### config.mk
export PLATFORM = sky130hd
export DESIGN_NAME = coffee_machine_ctrl_flat
export DESIGN_NICKNAME = d
export VERILOG_FILES = /design/src/rtl/coffee_machine_ctrl_if.sv /design/src/rtl/coffee_machine_ctrl.sv /design/src/flat_wrapper.sv
export SDC_FILE = /design/constraint.sdc
export NUM_CORES = 1
export LEC_CHECK = 0
export BUFFER_PORTS_ARGS = -buffer_cell sky130_fd_sc_hd__buf_2
export CAP_MARGIN = 30
export CORE_MARGIN = 10
export CORE_UTILIZATION = 59
export DETAILED_ROUTE_END_ITERATION = 10
export GPL_ROUTABILITY_DRIVEN = 0
export GPL_TIMING_DRIVEN = 0
export PLACE_DENSITY = 0.95
export SLEW_MARGIN = 20
export SYNTH_ARGS = -nofsm -noshare
export SYNTH_HDL_FRONTEND = slang
export SYNTH_SLANG_ARGS = --single-unit
### constraint.sdc
create_clock -name clock -period 4 [get_ports clock]
set_clock_uncertainty 0.1 [all_clocks]
set_input_delay 0.4 -clock clock [delete_from_list [all_inputs] [get_ports clock]]
set_output_delay 0.4 -clock clock [all_outputs]
set_load 0.01 [all_outputs]
### src/rtl/coffee_machine_ctrl_if.sv
// Panel/driver bundle for the coffee machine controller.
// master = panel side (drives buttons/sensors), slave = controller side.
interface coffee_machine_ctrl_if #(
  parameter int CUP_W   = 3,
  parameter int COUNT_W = 8
);
  logic               W;
  logic               T;
  logic               B;
  logic [CUP_W-1:0]   cups;
  logic               S;
  logic               P;
  logic               clear;
  logic               H;
  logic               G;
  logic               Brew;
  logic               Wait;
  logic               Error;
  logic [1:0]         err_code;
  logic [CUP_W-1:0]   cups_left;
  logic [COUNT_W-1:0] served;

  modport master (
    output W, T, B, cups, S, P, clear,
    input  H, G, Brew, Wait, Error, err_code, cups_left, served
  );

  modport slave (
    input  W, T, B, cups, S, P, clear,
    output H, G, Brew, Wait, Error, err_code, cups_left, served
  );
endinterface

### src/rtl/coffee_machine_ctrl.sv
// Moore coffee machine controller: water check, heating with timeout,
// multi-cup timed brewing, latched error code and wrapping served-cup counter.
module coffee_machine_ctrl #(
  parameter int HEAT_TIMEOUT = 200,
  parameter int BREW_CYCLES  = 50,
  parameter int MAX_CUPS     = 4,
  parameter int COUNT_W      = 8
) (
  input  logic                 clock,
  input  logic                 reset,
  coffee_machine_ctrl_if.slave bus
);
  localparam int CUP_W   = $clog2(MAX_CUPS + 1);
  localparam int TMR_MAX = (HEAT_TIMEOUT > BREW_CYCLES) ? HEAT_TIMEOUT : BREW_CYCLES;
  localparam int TMR_W   = $clog2(TMR_MAX);

  localparam logic [TMR_W-1:0] HEAT_LAST = TMR_W'(HEAT_TIMEOUT - 1);
  localparam logic [TMR_W-1:0] BREW_LAST = TMR_W'(BREW_CYCLES - 1);
  localparam logic [CUP_W-1:0] CUPS_MAX  = CUP_W'(MAX_CUPS);

  localparam logic [1:0] ERR_NONE  = 2'b00;
  localparam logic [1:0] ERR_PRESS = 2'b01;
  localparam logic [1:0] ERR_HEAT  = 2'b10;
  localparam logic [1:0] ERR_DRY   = 2'b11;

  typedef enum logic [2:0] {
    S_WAIT  = 3'd0,
    S_HEAT  = 3'd1,
    S_READY = 3'd2,
    S_BREW  = 3'd3,
    S_ERROR = 3'd4
  } state_t;

  state_t             r_state;
  state_t             w_state_next;
  logic [TMR_W-1:0]   r_timer;
  logic [TMR_W-1:0]   w_timer_next;
  logic [CUP_W-1:0]   r_cups_left;
  logic [CUP_W-1:0]   w_cups_left_next;
  logic [COUNT_W-1:0] r_served;
  logic [COUNT_W-1:0] w_served_next;
  logic [1:0]         r_err_code;
  logic [1:0]         w_err_next;

  logic w_cups_ok;
  logic w_h;
  logic w_g;
  logic w_brew;
  logic w_wait;
  logic w_error;

  assign w_cups_ok = (bus.cups != '0) && (bus.cups <= CUPS_MAX);

  always_ff @(posedge clock or negedge reset) begin
    if (!reset) begin
      r_state     <= S_WAIT;
      r_timer     <= '0;
      r_cups_left <= '0;
      r_served    <= '0;
      r_err_code  <= ERR_NONE;
    end else begin
      r_state     <= w_state_next;
      r_timer     <= w_timer_next;
      r_cups_left <= w_cups_left_next;
      r_served    <= w_served_next;
      r_err_code  <= w_err_next;
    end
  end

  always_comb begin
    w_state_next     = r_state;
    w_timer_next     = r_timer;
    w_cups_left_next = r_cups_left;
    w_served_next    = r_served;
    w_err_next       = r_err_code;
    // Over-pressure pre-empts every other transition; the code it latches is held in ERROR.
    if (r_state != S_ERROR && bus.P) begin
      w_state_next     = S_ERROR;
      w_err_next       = ERR_PRESS;
      w_cups_left_next = '0;
    end else begin
      case (r_state)
        S_WAIT: begin
          if (bus.W) begin
            w_state_next = S_HEAT;
            w_timer_next = '0;
          end
        end
        S_HEAT: begin
          w_timer_next = r_timer + 1'b1;
          if (!bus.W) begin
            w_state_next = S_WAIT;
          end else if (bus.T) begin
            w_state_next = S_READY;
          end else if (r_timer == HEAT_LAST) begin
            w_state_next = S_ERROR;
            w_err_next   = ERR_HEAT;
          end
        end
        S_READY: begin
          if (!bus.W) begin
            w_state_next = S_WAIT;
          end else if (!bus.T) begin
            w_state_next = S_HEAT;
            w_timer_next = '0;
          end else if (bus.B && w_cups_ok) begin
            w_state_next     = S_BREW;
            w_cups_left_next = bus.cups;
            w_timer_next     = '0;
          end
        end
        S_BREW: begin
          w_timer_next = r_timer + 1'b1;
          if (!bus.W) begin
            w_state_next     = S_ERROR;
            w_err_next       = ERR_DRY;
            w_cups_left_next = '0;
          end else if (bus.S) begin
            w_state_next     = S_READY;
            w_cups_left_next = '0;
          end else if (r_timer == BREW_LAST) begin
            // Next cup starts on the same edge so the pump never gaps between cups.
            w_served_next    = r_served + 1'b1;
            w_cups_left_next = r_cups_left - 1'b1;
            w_timer_next     = '0;
            if (r_cups_left == CUP_W'(1)) begin
              w_state_next = S_READY;
            end
          end
        end
        S_ERROR: begin
          if (bus.clear && !bus.P) begin
            w_state_next = S_WAIT;
            w_err_next   = ERR_NONE;
          end
        end
        default: begin
          w_state_next = S_WAIT;
        end
      endcase
    end
  end

  always_comb begin
    w_h     = 1'b0;
    w_g     = 1'b0;
    w_brew  = 1'b0;
    w_wait  = 1'b0;
    w_error = 1'b0;
    case (r_state)
      S_WAIT:  w_wait  = 1'b1;
      S_HEAT:  w_h     = 1'b1;
      S_READY: w_g     = 1'b1;
      S_BREW:  w_brew  = 1'b1;
      S_ERROR: w_error = 1'b1;
      default: w_wait  = 1'b0;
    endcase
  end

  assign bus.H         = w_h;
  assign bus.G         = w_g;
  assign bus.Brew      = w_brew;
  assign bus.Wait      = w_wait;
  assign bus.Error     = w_error;
  assign bus.err_code  = r_err_code;
  assign bus.cups_left = r_cups_left;
  assign bus.served    = r_served;
endmodule

### src/flat_wrapper.sv
// flat-port wrapper written by rule: the top's interface ports become plain ports
module coffee_machine_ctrl_flat 
#(
  parameter int HEAT_TIMEOUT = 200,
  parameter int BREW_CYCLES  = 50,
  parameter int MAX_CUPS     = 4,
  parameter int COUNT_W      = 8
)
  (clock, reset, bus_W, bus_T, bus_B, bus_cups, bus_S, bus_P, bus_clear, bus_H, bus_G, bus_Brew, bus_Wait, bus_Error, bus_err_code, bus_cups_left, bus_served);
  coffee_machine_ctrl_if #(.CUP_W((3)), .COUNT_W(COUNT_W)) bus_i ();
  input  logic clock;
  input  logic reset;
  input wire logic [$bits(bus_i.W)-1:0] bus_W;
  input wire logic [$bits(bus_i.T)-1:0] bus_T;
  input wire logic [$bits(bus_i.B)-1:0] bus_B;
  input wire logic [$bits(bus_i.cups)-1:0] bus_cups;
  input wire logic [$bits(bus_i.S)-1:0] bus_S;
  input wire logic [$bits(bus_i.P)-1:0] bus_P;
  input wire logic [$bits(bus_i.clear)-1:0] bus_clear;
  output wire logic [$bits(bus_i.H)-1:0] bus_H;
  output wire logic [$bits(bus_i.G)-1:0] bus_G;
  output wire logic [$bits(bus_i.Brew)-1:0] bus_Brew;
  output wire logic [$bits(bus_i.Wait)-1:0] bus_Wait;
  output wire logic [$bits(bus_i.Error)-1:0] bus_Error;
  output wire logic [$bits(bus_i.err_code)-1:0] bus_err_code;
  output wire logic [$bits(bus_i.cups_left)-1:0] bus_cups_left;
  output wire logic [$bits(bus_i.served)-1:0] bus_served;
  assign bus_i.W = bus_W;
  assign bus_i.T = bus_T;
  assign bus_i.B = bus_B;
  assign bus_i.cups = bus_cups;
  assign bus_i.S = bus_S;
  assign bus_i.P = bus_P;
  assign bus_i.clear = bus_clear;
  assign bus_H = bus_i.H;
  assign bus_G = bus_i.G;
  assign bus_Brew = bus_i.Brew;
  assign bus_Wait = bus_i.Wait;
  assign bus_Error = bus_i.Error;
  assign bus_err_code = bus_i.err_code;
  assign bus_cups_left = bus_i.cups_left;
  assign bus_served = bus_i.served;
  coffee_machine_ctrl #(.HEAT_TIMEOUT(HEAT_TIMEOUT), .BREW_CYCLES(BREW_CYCLES), .MAX_CUPS(MAX_CUPS), .COUNT_W(COUNT_W)) u_core (.clock(clock), .reset(reset), .bus(bus_i));
endmodule
==> Word-level counts from Yosys, hierarchy flattened <==
Index checks and enable logic that the tools add are counted.
{ "classes": {"add_sub_neg": 3, "order_cmp": 1, "eq_ne": 24, "n_mux": 42, "bitwise_logic": 2, "n_reduce_logical": 15} }
{ "ops": {"columns": ["cell", "n"], "rows": [
  ["2-to-1 mux 3 bit", 20],
  ["2-to-1 mux 8 bit", 7],
  ["one-hot mux 8 bit (4 select lines)", 1],
  ["inequality test 3 x 2 -> 1 bit (second input constant)", 7],
  ["inequality test 5 x 3 -> 1 bit (second input constant)", 4],
  ["adder 8 x 1 -> 8 bit (second input constant)", 2],
  ["one-hot mux 3 bit (5 select lines)", 1],
  ["AND reduction 5 bit", 3],
  ["2-to-1 mux 2 bit", 6],
  ["AND reduction 6 bit", 2],
  ["inequality test 3 x 1 -> 1 bit (second input constant)", 3],
  ["equality test 8 x 6 -> 1 bit (second input constant)", 1],
  ["equality test 8 bit (second input constant)", 1],
  ["nonzero test 4 bit", 2],
  ["equality test 3 x 1 -> 1 bit (second input constant)", 2],
  ["equality test 3 x 2 -> 1 bit (second input constant)", 2],
  ["one-hot mux 2 bit (3 select lines)", 1],
  ["one-hot mux 3 bit (2 select lines)", 1],
  ["nonzero test 3 bit", 2],
  ["2-to-1 mux 1 bit", 5],
  ["logical AND 1 bit", 4],
  ["inequality test 2 bit (second input constant)", 2],
  ["equality test 3 bit (second input constant)", 1],
  ["less-or-equal comparator 3 bit (second input constant)", 1],
  ["other kinds (5)", 6]
]} }
{ "word_totals": {"regBits": 24, "out_inout_bits": 18} }

==> Depth between registers and ports, before layout <==
Gate-level depths: netlist of run 1.
{ "depth": {"depth_word": 8, "ltp_mapped": 7, "ltp_nobuf": 6} }

==> Least setup slack after synthesis of run 1 <==
No wires, ideal clock.
{ "synth_timing": {"path_type": "register to register", "from": "reg u_core.r_timer[1]", "to": "reg u_core.r_cups_left[0] (netlist: u_core.bus.cups_left[0])", "setup_ps": 128, "arrival_time_ps": 1696, "t_required_ps": 3772, "slack_ps": 2076, "path_stages_with_launch": 7, "path_buffers": 0, "synth_period_minus_slack_ps": 1924, "cell_sequence": "dfrtp_1 -> inv_1 -> ha_1 -> nor4b_4 -> nand2_2 -> a2111oi_4 -> mux2_1"} }
{ "synth_between": {"elab_chain_cells": 3} }
{ "synth_rtl": {"columns": ["item", "line_no", "text"], "rows": [
  ["start, declared", "coffee_machine_ctrl.sv:36", "logic [TMR_W-1:0] r_timer;"],
  ["start signal, assigned", "coffee_machine_ctrl.sv:63", "r_timer <= w_timer_next;"],
  ["equality test 8 x 6 -> 1 bit", "coffee_machine_ctrl.sv:121", "end else if (r_timer == BREW_LAST) begin"],
  ["inequality test 5 x 3 -> 1 bit (no source line)", null, null],
  ["AND reduction 5 bit (no source line)", null, null],
  ["end signal, assigned", "coffee_machine_ctrl.sv:64", "r_cups_left <= w_cups_left_next;"],
  ["end, declared", "coffee_machine_ctrl.sv:38", "logic [CUP_W-1:0] r_cups_left;"]
]} }
No other way between the ends.
A chain may end at the register's enable or synchronous reset.

==> Final worst setup path of run 1 <==
{ "layout_timing": {"from": "reg u_core.r_timer[1]", "to": "reg u_core.r_cups_left[2] (netlist: u_core.bus.cups_left[2])"} }
Same word-level chain as after synthesis.

==> results of run 1 <==
[stage by stage]
step	util	std cells	setup slack, ps	total power, uW	hold slack, ps
2_1_floorplan	-	172	2076	525.9	4.409
3_3_place_gp	0.7040	230	1935	607.8	304.0
3_5_place_dp	0.7040	230	1896	628.9	315.4
4_1_cts	0.7286	235	1877	807.8	245.4
5_1_grt	0.7286	235	1749	856.2	266.6
6_report	0.7286	235	1884	804.9	254.0
[sequential cells by signal (all words and copies together) (netlist names)]
register,flops
u_core.r_timer,8
u_core.bus.cups_left,3
u_core.bus.err_code,2
u_core.bus.served,8
u_core.r_state,3
[report_power, final]
group | internal [uW] | switching (uW)
combinational | 137 | 162
sequential | 282 | 43.4
clock | 101 | 79.0
total | 520 | 285
[synthesized netlist by cell type (all sizes together)]
| cell | number | area [um^2] |
|---|---|---|
| nand3b | 2 | 18.77 |
| and3b | 2 | 17.52 |
| nand2 | 17 | 66.32 |
| and2b | 1 | 7.510 |
| or2b | 2 | 16.27 |
| inv | 6 | 22.52 |
| nor3b | 3 | 27.52 |
| buf | 3 | 21.27 |
| nor2b | 2 | 12.51 |
| nor4b | 1 | 23.77 |
| and2 | 3 | 21.27 |
| a2111oi | 1 | 27.53 |
| xnor2 | 8 | 70.07 |
| ha | 5 | 62.56 |
| dfrtp | 24 | 600.6 |
| or4b | 2 | 20.02 |
| and3 | 3 | 20.02 |
| nand4b | 2 | 17.52 |
| o22ai | 1 | 6.260 |
| a222oi | 1 | 10.01 |
| o21ai | 9 | 45.04 |
| a31oi | 13 | 81.33 |
| a211oi | 1 | 12.51 |
| nor2 | 9 | 33.78 |
| a22oi | 1 | 7.510 |
| a22o | 1 | 8.760 |
| mux2i | 1 | 10.01 |
| mux2 | 5 | 56.30 |
| o31ai | 1 | 7.510 |
| a41oi | 1 | 16.27 |
| nand3 | 8 | 40.04 |
| nor3 | 5 | 36.29 |
| nand4 | 5 | 31.28 |
| a21oi | 6 | 30.03 |
| clkbuf | 4 | 17.52 |
| or3 | 4 | 28.78 |
| and4 | 2 | 17.52 |
| nand2b | 7 | 43.79 |
[routing by layer]
metal,vias up,GRT usage,wire [um]
met5,-,0,0
met4,0,0.1011,180
met3,25,0.02993,228
met2,68,0.2575,1901
met1,690,0.1741,1610
li1,698,-,-
[worst max-delay path, stage by stage, from the launching register on]
cell	delay, ps
dfrtp_1	440
inv_1	90
ha_1	140
nor4b_4	320
nand2_2	120
a2111oi_4	440
mux2_1	370
[worst min-delay path by stage]
stage                from                       to  slack [ps]  cells past startpoint
floorplan           reset  u_core.bus.cups_left[0]           4                      0
global placement    reset        u_core.r_state[1]         300                      1
detailed placement  reset        u_core.r_timer[2]         320                      1
CTS                 bus_T        u_core.r_state[1]         250                      3
global route        bus_T        u_core.r_state[1]         270                      3
finish              bus_T        u_core.r_state[1]         250                      3
[cell families after synthesis]
family          count (synthesis)
xor+xnor                        8
buf+inv                        13
mux                             6
compound gates                 36
simple gates                   80
flops                          24
fa+ha+maj                       5
[what timing repair did]
item	4_1_cts	5_1_grt
resized for setup	0	0
hold buffers	1	0
endpoints found under the hold margin	24	0
[area by class of cell]
cell class                      instances  area, um^2  area share
Multi-Input combinational cell        135       952.2      0.5135
Clock buffer                            3       22.52     0.01215
Tap cell                               30       37.54     0.02024
Inverter                                6       22.52     0.01215
Buffer                                  7       38.79     0.02092
Clock inverter                          1       30.03     0.01619
Timing Repair Buffer                   29       150.1     0.08097
Sequential cell                        24       600.6      0.3239
==> results.md, run 1 <==
- Full die area: about 0.0052 mm^2
- Syn_nets: approximately 190
- WS Path Type: flop to flop
- CTS root buf: clkbuf_4
- Yosys cell types: 49
- Post-Synth Adder-Cell Area: 0.03876
- Reg-to-Reg End: u_core.bus.cups_left[2]
- CTS Buf Count: 3
- Mapped Area: between 0.0015 and 0.002 mm^2
- Hold Fails Final Rpt: 0
- Status: completed
- Power per cell area: around 430 mW/mm^2
- First-pass GRT wire length: between 6 and 7 mm
- Rows: 18
- Internal reg-to-reg setup slack: ~1900 ps
- CTS tree: done
- Max_slew headroom: 0.6062
- Setup_tns: 0 ps
- Placed Area: 0.001792 mm^2
- Nets@finish: approximately 220
- # clock sinks: 24
- Crit Path Max Fanout: 5
- Initial Util: 0.6342
- Final Max Tran Viols: 0
- RSZ-0062 raised after global routing: no
- Drt total wl: about 3.9 mm
- Tmin final: 2116 ps
- N_diodes: 0
- GRT Util Overall: 0.1541
- Worst reg2reg path depth: 6
- Seq/Total Area, Yosys: 0.3721
- Die width: 72.31 um
- Capture point of the worst path: u_core.bus.cups_left[2]
- Core ar.: between 0.002 and 0.003 mm^2
- CTS max path bufs: 2
- Post-route design area: 0.001854 mm^2
- Worst min path class: input port to flop
- Largest net degree at the start of global routing: 25
- Cell count after synthesis: between 150 and 200
- CP arrival: approximately 2200 ps
- Post-synthesis compound-gate area fraction: 0.1566
- Worst EP required: 4120 ps
- Post-route DRC violation count: 0
- Synth warn: 0
- Leakage power: between 0.0008 and 0.0009 uW
- Post-CTS Repair Setup Buffers: 0
- CP Launch Type: flop
- Combinational family with the most area after synthesis: simple AND/OR/NAND/NOR gates
- Vias after detailed routing: between 1000 and 1500
- Max-cap viol count: 0
- Simple-gate share of the synthesized area: 0.3101
- Starting DRT DRC Count: 77
- Least-Margin Pin Slew: a little under 600 ps
- Post-DP HPWL: slightly below 3 mm
- Port-buffer cells: 28
- Period utilisation layout: 0.5289
- Most common cell after layout, fill and taps aside: buf_2
- Area grow syn2layout: 14.88%
- Post-synthesis xor/xnor area fraction: 0.04341
- Share of layout cells above drive strength 1: 0.2634
- Fmax: roughly 470 MHz
- Initial antenna violation count: 0
- DR pass1 iterations: 4
- CTS clk-pin slew, worst paths: approximately 140 ps
- Setup violators final: 0
- H-tree depth: 1
- Syn_area_per_cell: between 9 and 10 um^2
- Worst setup EP type: flop
- Mux cell area share after synthesis: 0.04109
- Total global routing overflow: 0
- Vias/cell: 6.302
- Critical path origin: u_core.r_timer[1]
- Drt wl/cell: approximately 17 um
- Vias in the first global route: between 1500 and 2000
- Worst r2r src: u_core.r_timer[1]
- Synthesis-stage register bit count: 24
- I/O pin total: 29
- Die Height: 72.31 um
- # fillers: roughly 180
- Number of nets still failing antenna checks after routing: 0
- Peak VDD IR: 0.0004530 V
- Most frequent cells in the layout: buf_2, dfrtp_1, nand2_1
- Clk Latency, worst-skew pair: around 320 ps
No activity file was read; power rests on OpenSTA's default activity.
==> run 2: changes to the inputs <==
--- a/config.mk
+++ b/config.mk
@@ -5,14 +5,15 @@
 export SDC_FILE = /design/constraint.sdc
 export NUM_CORES = 1
 export LEC_CHECK = 0
+export ABC_AREA = 1
 export BUFFER_PORTS_ARGS = -buffer_cell sky130_fd_sc_hd__buf_2
 export CAP_MARGIN = 30
 export CORE_MARGIN = 10
-export CORE_UTILIZATION = 59
+export CORE_UTILIZATION = 56
 export DETAILED_ROUTE_END_ITERATION = 10
 export GPL_ROUTABILITY_DRIVEN = 0
 export GPL_TIMING_DRIVEN = 0
-export PLACE_DENSITY = 0.95
+export PLACE_DENSITY = 0.9
 export SLEW_MARGIN = 20
 export SYNTH_ARGS = -nofsm -noshare
 export SYNTH_HDL_FRONTEND = slang
==> constraint.sdc (replaced) <==
create_clock -name clock -period 2 [get_ports clock]
set_clock_uncertainty 0.1 [all_clocks]
set_input_delay 0.2 -clock clock [delete_from_list [all_inputs] [get_ports clock]]
set_output_delay 0.2 -clock clock [all_outputs]
set_load 0.01 [all_outputs]
==> results.md, run 2 <==
- Cell Chain, Critical Path: nand2_1 -> nor2_2 -> buf_4 -> buf_2
- Worst slack at placement: roughly 330 ps
- Number of synthesized flops with an enable pin: 0
- Crit-path slowest cell: dfrtp_1
- Crit Path Max Fanout: 10
- Cell count along the critical path: 4
- CTS root buf: clkbuf_4
- Worst EP required: ~1700 ps
- Peak VDD IR: 0.0004974 V
- Critical path origin: u_core.r_state[0]
- CP arrival: ~1500 ps
- Syn_area_per_cell: just over 7 um^2
- Worst setup EP type: output pin
- Most frequent cells in the layout: nand2_1, inv_1, buf_2
- Leakage power: between 0.001 and 0.0015 uW
- Post-DP HPWL: between 3 and 4 mm
- Full die area: between 0.005 and 0.006 mm^2
- Mapped Area: approximately 0.0018 mm^2
- Internal reg-to-reg setup slack: about 280 ps
- Largest net degree at the start of global routing: 25
- Reg-to-Reg End: u_core.bus.served[7]
- WS Path Type: flop to output pin
- Initial Util: 0.5806
- I/O pin total: 29
- Port-buffer cells: 27
- Vias in the first global route: approximately 1700
- Cell count after synthesis: approximately 250
- CP bufs+invs: 2
- Post-CTS Repair Setup Buffers: 0
- Fmax: 551.4 MHz
- CP Launch Type: flop
- CTS max path bufs: 2
- DR pass1 iterations: 4
- Synthesis-stage register bit count: 24
- Drt total wl: between 4 and 5 mm
- GRT Util Overall: 0.1409
- Synth area leaders: dfrtp_1, nand2_1, nand3_1
- Share of layout cells above drive strength 1: 0.2179
- Max_slew headroom: 0.6448
- Status: completed
- Number of nets still failing antenna checks after routing: 0
- Rows: 20
- H-tree depth: 1
- Setup violators final: 0
- Die width: approximately 76 um
- Most frequent cell after synthesis: nand2_1
- Yosys cell types: 32
- First-pass GRT wire length: about 7 mm
- Max-cap viol count: 0
- Nets@finish: just under 300
- Worst r2r src: u_core.r_timer[6]
- Synth async-reset ratio: 1.000
- Commonest cells in the netlist: nand2_1, inv_1, dfrtp_1, nand3_1, nor2_1
- CP peak stage delay: around 500 ps
- Initial antenna violation count: 0
- Starting DRT DRC Count: around 130
- # clock sinks: 24
- Critical path's top delay family: flip-flops
- Cells after DPL: approximately 320
- Worst min path class: input port to flop
- Most common cell after layout, fill and taps aside: nand2_1
- Most used DFF post-synth: dfrtp_1
- Share of the synthesized area in the top cell type: 0.3416
- Die Height: between 70 and 80 um
- Placed Area: roughly 0.0019 mm^2
- Synth warn: 0
- Capture point of the worst path: bus_Brew
- N_diodes: 0
- CTS Hold Bufs: 1
- Setup_tns: 0 ps
- Post-CTS Resized: 0
- Hold Fails Final Rpt: 0
- Finished Layout Cells: about 320
- Tmin final: between 1500 and 2000 ps
- Worst reg2reg path depth: 9
- Least-Margin Pin Slew: ~530 ps
- CTS Buf Count: 3
- Post-route design area: a little over 0.002 mm^2
- Seq/Total Area, Yosys: 0.3416
- Total global routing overflow: 0
- Core ar.: roughly 0.003 mm^2
- Vias after detailed routing: approximately 1700
- Drt wl/cell: roughly 12 um
- PnR worst setup slack: about 190 ps
- Power per cell area: about 880 mW/mm^2
- Largest area contributor in the netlist: dfrtp_1
- Vias/cell: roughly 5.3
- Syn_nets: between 200 and 300
- Area grow syn2layout: 14.38%
- Period utilisation layout: 0.9068
- Post-route DRC violation count: 0
- CTS tree: done
- Clk Latency, worst-skew pair: around 320 ps
- Final Max Tran Viols: 0
- RSZ-0062 raised after global routing: no
- CTS clk-pin slew, worst paths: roughly 140 ps
==> run 2: cell count changes in the layout (fill, tap and decap cells not counted), moves of 4 or more <==
cell	previous run	this run
inv_2	0	9
nand2b_1	7	0
nor2_2	0	4
nor2_1	9	23
o211ai_1	0	5
nand3_1	8	24
nand2_1	16	65
a31oi_1	13	0
xor2_1	0	4
o21ai_1	0	6
inv_1	6	30
xnor2_1	8	3
==> run 2: where the power goes <==
group          total, uW  leakage (uW)  switching, uW  internal [uW]
logic                753      0.000742            480            273
clock network        358     0.0000279            156            203
registers            665      0.000321            103            562
total               1780       0.00109            739           1040
==> run 2: worst min-delay path by stage <==
| stage | slack [ps] | to | depth (start not counted) | from |
|---|---|---|---|---|
| after global placement | 120 | u_core.bus.cups_left[1] | 1 | reset |
| final | 90 | u_core.bus.served[6] | 4 | bus_S |
| after floorplan | -200 | u_core.bus.cups_left[0] | 0 | reset |
| after global routing | 120 | u_core.bus.served[6] | 4 | bus_S |
| after detailed placement | 110 | u_core.bus.cups_left[0] | 1 | reset |
| after CTS | 90 | u_core.bus.served[6] | 4 | bus_S |
==> run 2: cells by family after synthesis <==
logic type,after synthesis,synth area share
and+or+nand+nor,140,0.3843
xor gates and xnor gates,7,0.03488
AOI/OAI and AO/OA,27,0.09609
buffers and inverters,45,0.1075
adders and majority gates,5,0.03559
DFF,24,0.3416
==> run 2: cell type report <==
cell class / instances / area [um^2]
clock buffer: 3 / 22.52
fill: 278 / 1017
inverter: 41 / 158.9
multi-input combinational: 179 / 968.4
clock inverter: 1 / 30.03
tap: 44 / 55.05
buffer: 4 / 30.03
sequential: 24 / 600.6
timing repair buffer: 28 / 145.1
==> run 2: stage by stage <==
stage	hold WS, ps	util	total power, uW
2_1_floorplan	-195.6	-	1195
3_3_place_gp	116.0	0.6434	1407
3_5_place_dp	110.6	0.6434	1426
4_1_cts	85.18	0.6641	1780
5_1_grt	122.2	0.6641	1911
6_report	89.04	0.6641	1776
==> run 2: worst reg2reg max path, cell delays in order (launching register included) <==
cell and delay, ps:
dfrtp_1 380, clkbuf_1 190, nor2_1 170, nand2_1 90, nor2_2 170, nand2_1 90, nor3_2 220, nand3_1 110
nand2_1 70, nand2_1 40
==> run 2: routing by layer <==
layer | GRT usage | part of all wire
met5 | 0 | 0
met4 | 0.06250 | 0.014
met3 | 0.01769 | 0.050
met2 | 0.2355 | 0.48
met1 | 0.1754 | 0.46
==> run 3: changes to the inputs <==
--- a/config.mk
+++ b/config.mk
@@ -9,11 +9,11 @@
 export BUFFER_PORTS_ARGS = -buffer_cell sky130_fd_sc_hd__buf_2
 export CAP_MARGIN = 30
 export CORE_MARGIN = 10
-export CORE_UTILIZATION = 56
+export CORE_UTILIZATION = 39
 export DETAILED_ROUTE_END_ITERATION = 10
 export GPL_ROUTABILITY_DRIVEN = 0
 export GPL_TIMING_DRIVEN = 0
-export PLACE_DENSITY = 0.9
+export PLACE_DENSITY = 0.7
 export SLEW_MARGIN = 20
 export SYNTH_ARGS = -nofsm -noshare
 export SYNTH_HDL_FRONTEND = slang
==> results.md, run 3 (synthesis results as in run 2) <==
- Status: completed
- Max_slew headroom: 0.6371
- Full die area: roughly 0.0076 mm^2
- Nets@finish: 297
- Setup_tns: 0 ps
- Vias/cell: between 5 and 6
- Rows: 24
- Worst EP required: 1700 ps
- Final Max Tran Viols: 0
- Clk Latency, worst-skew pair: 270 ps
- Met3 WL: between 200 and 250 um
- Met1 Routed Length: 1.888 mm
- Hold Fails Final Rpt: 0
- Die width: approximately 87 um
- Number of nets still failing antenna checks after routing: 0
- Most common cell after layout, fill and taps aside: nand2_1
- Largest net degree at the start of global routing: 25
- Die Height: 87.14 um
- Initial antenna violation count: 0
- Post-route design area: approximately 0.0020 mm^2
- H-tree depth: 1
- Worst min path class: input port to flop
- Vias after detailed routing: ~1700
- Uppermost routed layer: met4
- DR pass1 iterations: 4
- First-pass GRT wire length: around 7.4 mm
- Most frequent cells in the layout: nand2_1, inv_1, buf_2
- Period utilisation layout: 0.8699
- CTS root buf: clkbuf_8
- # clock sinks: 24
- Crit Path Max Fanout: 10
- CTS tree: done
- I/O pin total: 29
- Placed Area: just under 0.002 mm^2
- Power per cell area: 905.1 mW/mm^2
- Vias in the first global route: between 1500 and 2000
- Starting DRT DRC Count: approximately 140
- Peak VDD IR: a little over 0.0004 V
- Crit-path slowest cell: dfrtp_1
- RSZ-0062 raised after global routing: no
- Post-CTS Repair Setup Buffers: 0
- Drt total wl: between 4 and 5 mm
- Tmin final: about 1700 ps
- Share of layout cells above drive strength 1: 0.2179
- Area grow syn2layout: 16.01%
- Setup violators final: 0
- CTS clk-pin slew, worst paths: around 80 ps
- Total global routing overflow: 0
- Drt wl/cell: 12.28 um
- CTS Buf Count: 3
- Finished Layout Cells: 332
- Max-cap viol count: 0
- Cell Chain, Critical Path: nand2_1 -> nor2_2 -> buf_4 -> buf_2
- CP Launch Type: flop
- GRT Util Overall: 0.1159
- Port-buffer cells: 27
- Core ar.: 0.004354 mm^2
- N_diodes: 0
- Met2 wire length: about 1.9 mm
- CP peak stage delay: 480 ps
- Post-DP HPWL: 3.213 mm
- Leakage power: about 0.0011 uW
- Fmax: ~570 MHz
- Least-Margin Pin Slew: between 500 and 600 ps
- CTS max path bufs: 2
- Worst setup EP type: output pin
- Initial Util: 0.4037
- Cells after DPL: 327
- WS Path Type: flop to output pin
- CP arrival: between 1000 and 1500 ps
- Post-route DRC violation count: 0
[run 3: cell types whose count changed in the layout (fill, tap and decap cells not counted)]
cell,change
clkbuf_4,-3
clkbuf_8,+3
[run 3: what timing repair did]
item / 4_1_cts / 5_1_grt
hold buffers: 1 / 0
endpoints found under the hold margin: 24 / 0
gates resized for setup: 0 / 0
[run 3: cell type report]
type | instances | area, um^2
plain buffers | 4 | 30.03
clock buffers | 3 | 41.29
clock inverters | 1 | 30.03
fillers | 421 | 2315
inverters | 41 | 158.9
multi-input cells | 179 | 968.4
flip-flops and latches | 24 | 600.6
well taps | 52 | 65.06
repair buffers | 28 | 145.1
[run 3: where the power goes]
| group | leakage, uW | internal (uW) | switching (uW) |
|---|---|---|---|
| combinational | 0.000742 | 272 | 482 |
| clock | 0.0000357 | 268 | 164 |
| sequential | 0.000321 | 562 | 96.9 |
| total | 0.00110 | 1100 | 744 |
[run 3: routing by layer]
| layer | track usage | vias to the layer above |
|---|---|---|
| li1 | - | 865 |
| met1 | 0.1458 | 752 |
| met2 | 0.1872 | 47 |
| met3 | 0.01966 | 7 |
| met4 | 0.05507 | 0 |
| met5 | 0 | - |
[run 3: worst paths after layout]
check | start | to | slack [ps] | cells after the start
max in group asynchronous | reset | u_core.bus.served[1] | 1100 | 2
hold / removal | bus_S | u_core.bus.served[6] | 150 | 4
setup reg to reg | u_core.r_timer[1] | u_core.bus.served[7] | 330 | 9
hold reg to reg | u_core.bus.err_code[0] | u_core.bus.err_code[0] | 370 | 2
min in group asynchronous | reset | u_core.bus.cups_left[0] | 330 | 2
setup / recovery | u_core.r_state[0] | bus_Brew | 260 | 4
[run 3: critical path: cells and delay by family (launching register included)]
family        cells  cell delay [ps]
flops             1              480
simple gates      2              350
buf+inv           2              350
[run 3: per-stage QoR]
step | power (uW) | worst slack, ps | hold slack (ps) | util
final | 1846 | 260.2 | 145.3 | 0.4684
after global routing | 2007 | 95.35 | 168.5 | 0.4684
after CTS | 1871 | 252.3 | 139.1 | 0.4684
after detailed placement | 1432 | 325.5 | 121.1 | 0.4497
after global placement | 1419 | 335.1 | 116.7 | 0.4497
after floorplan | 1195 | 520.9 | -195.6 | -
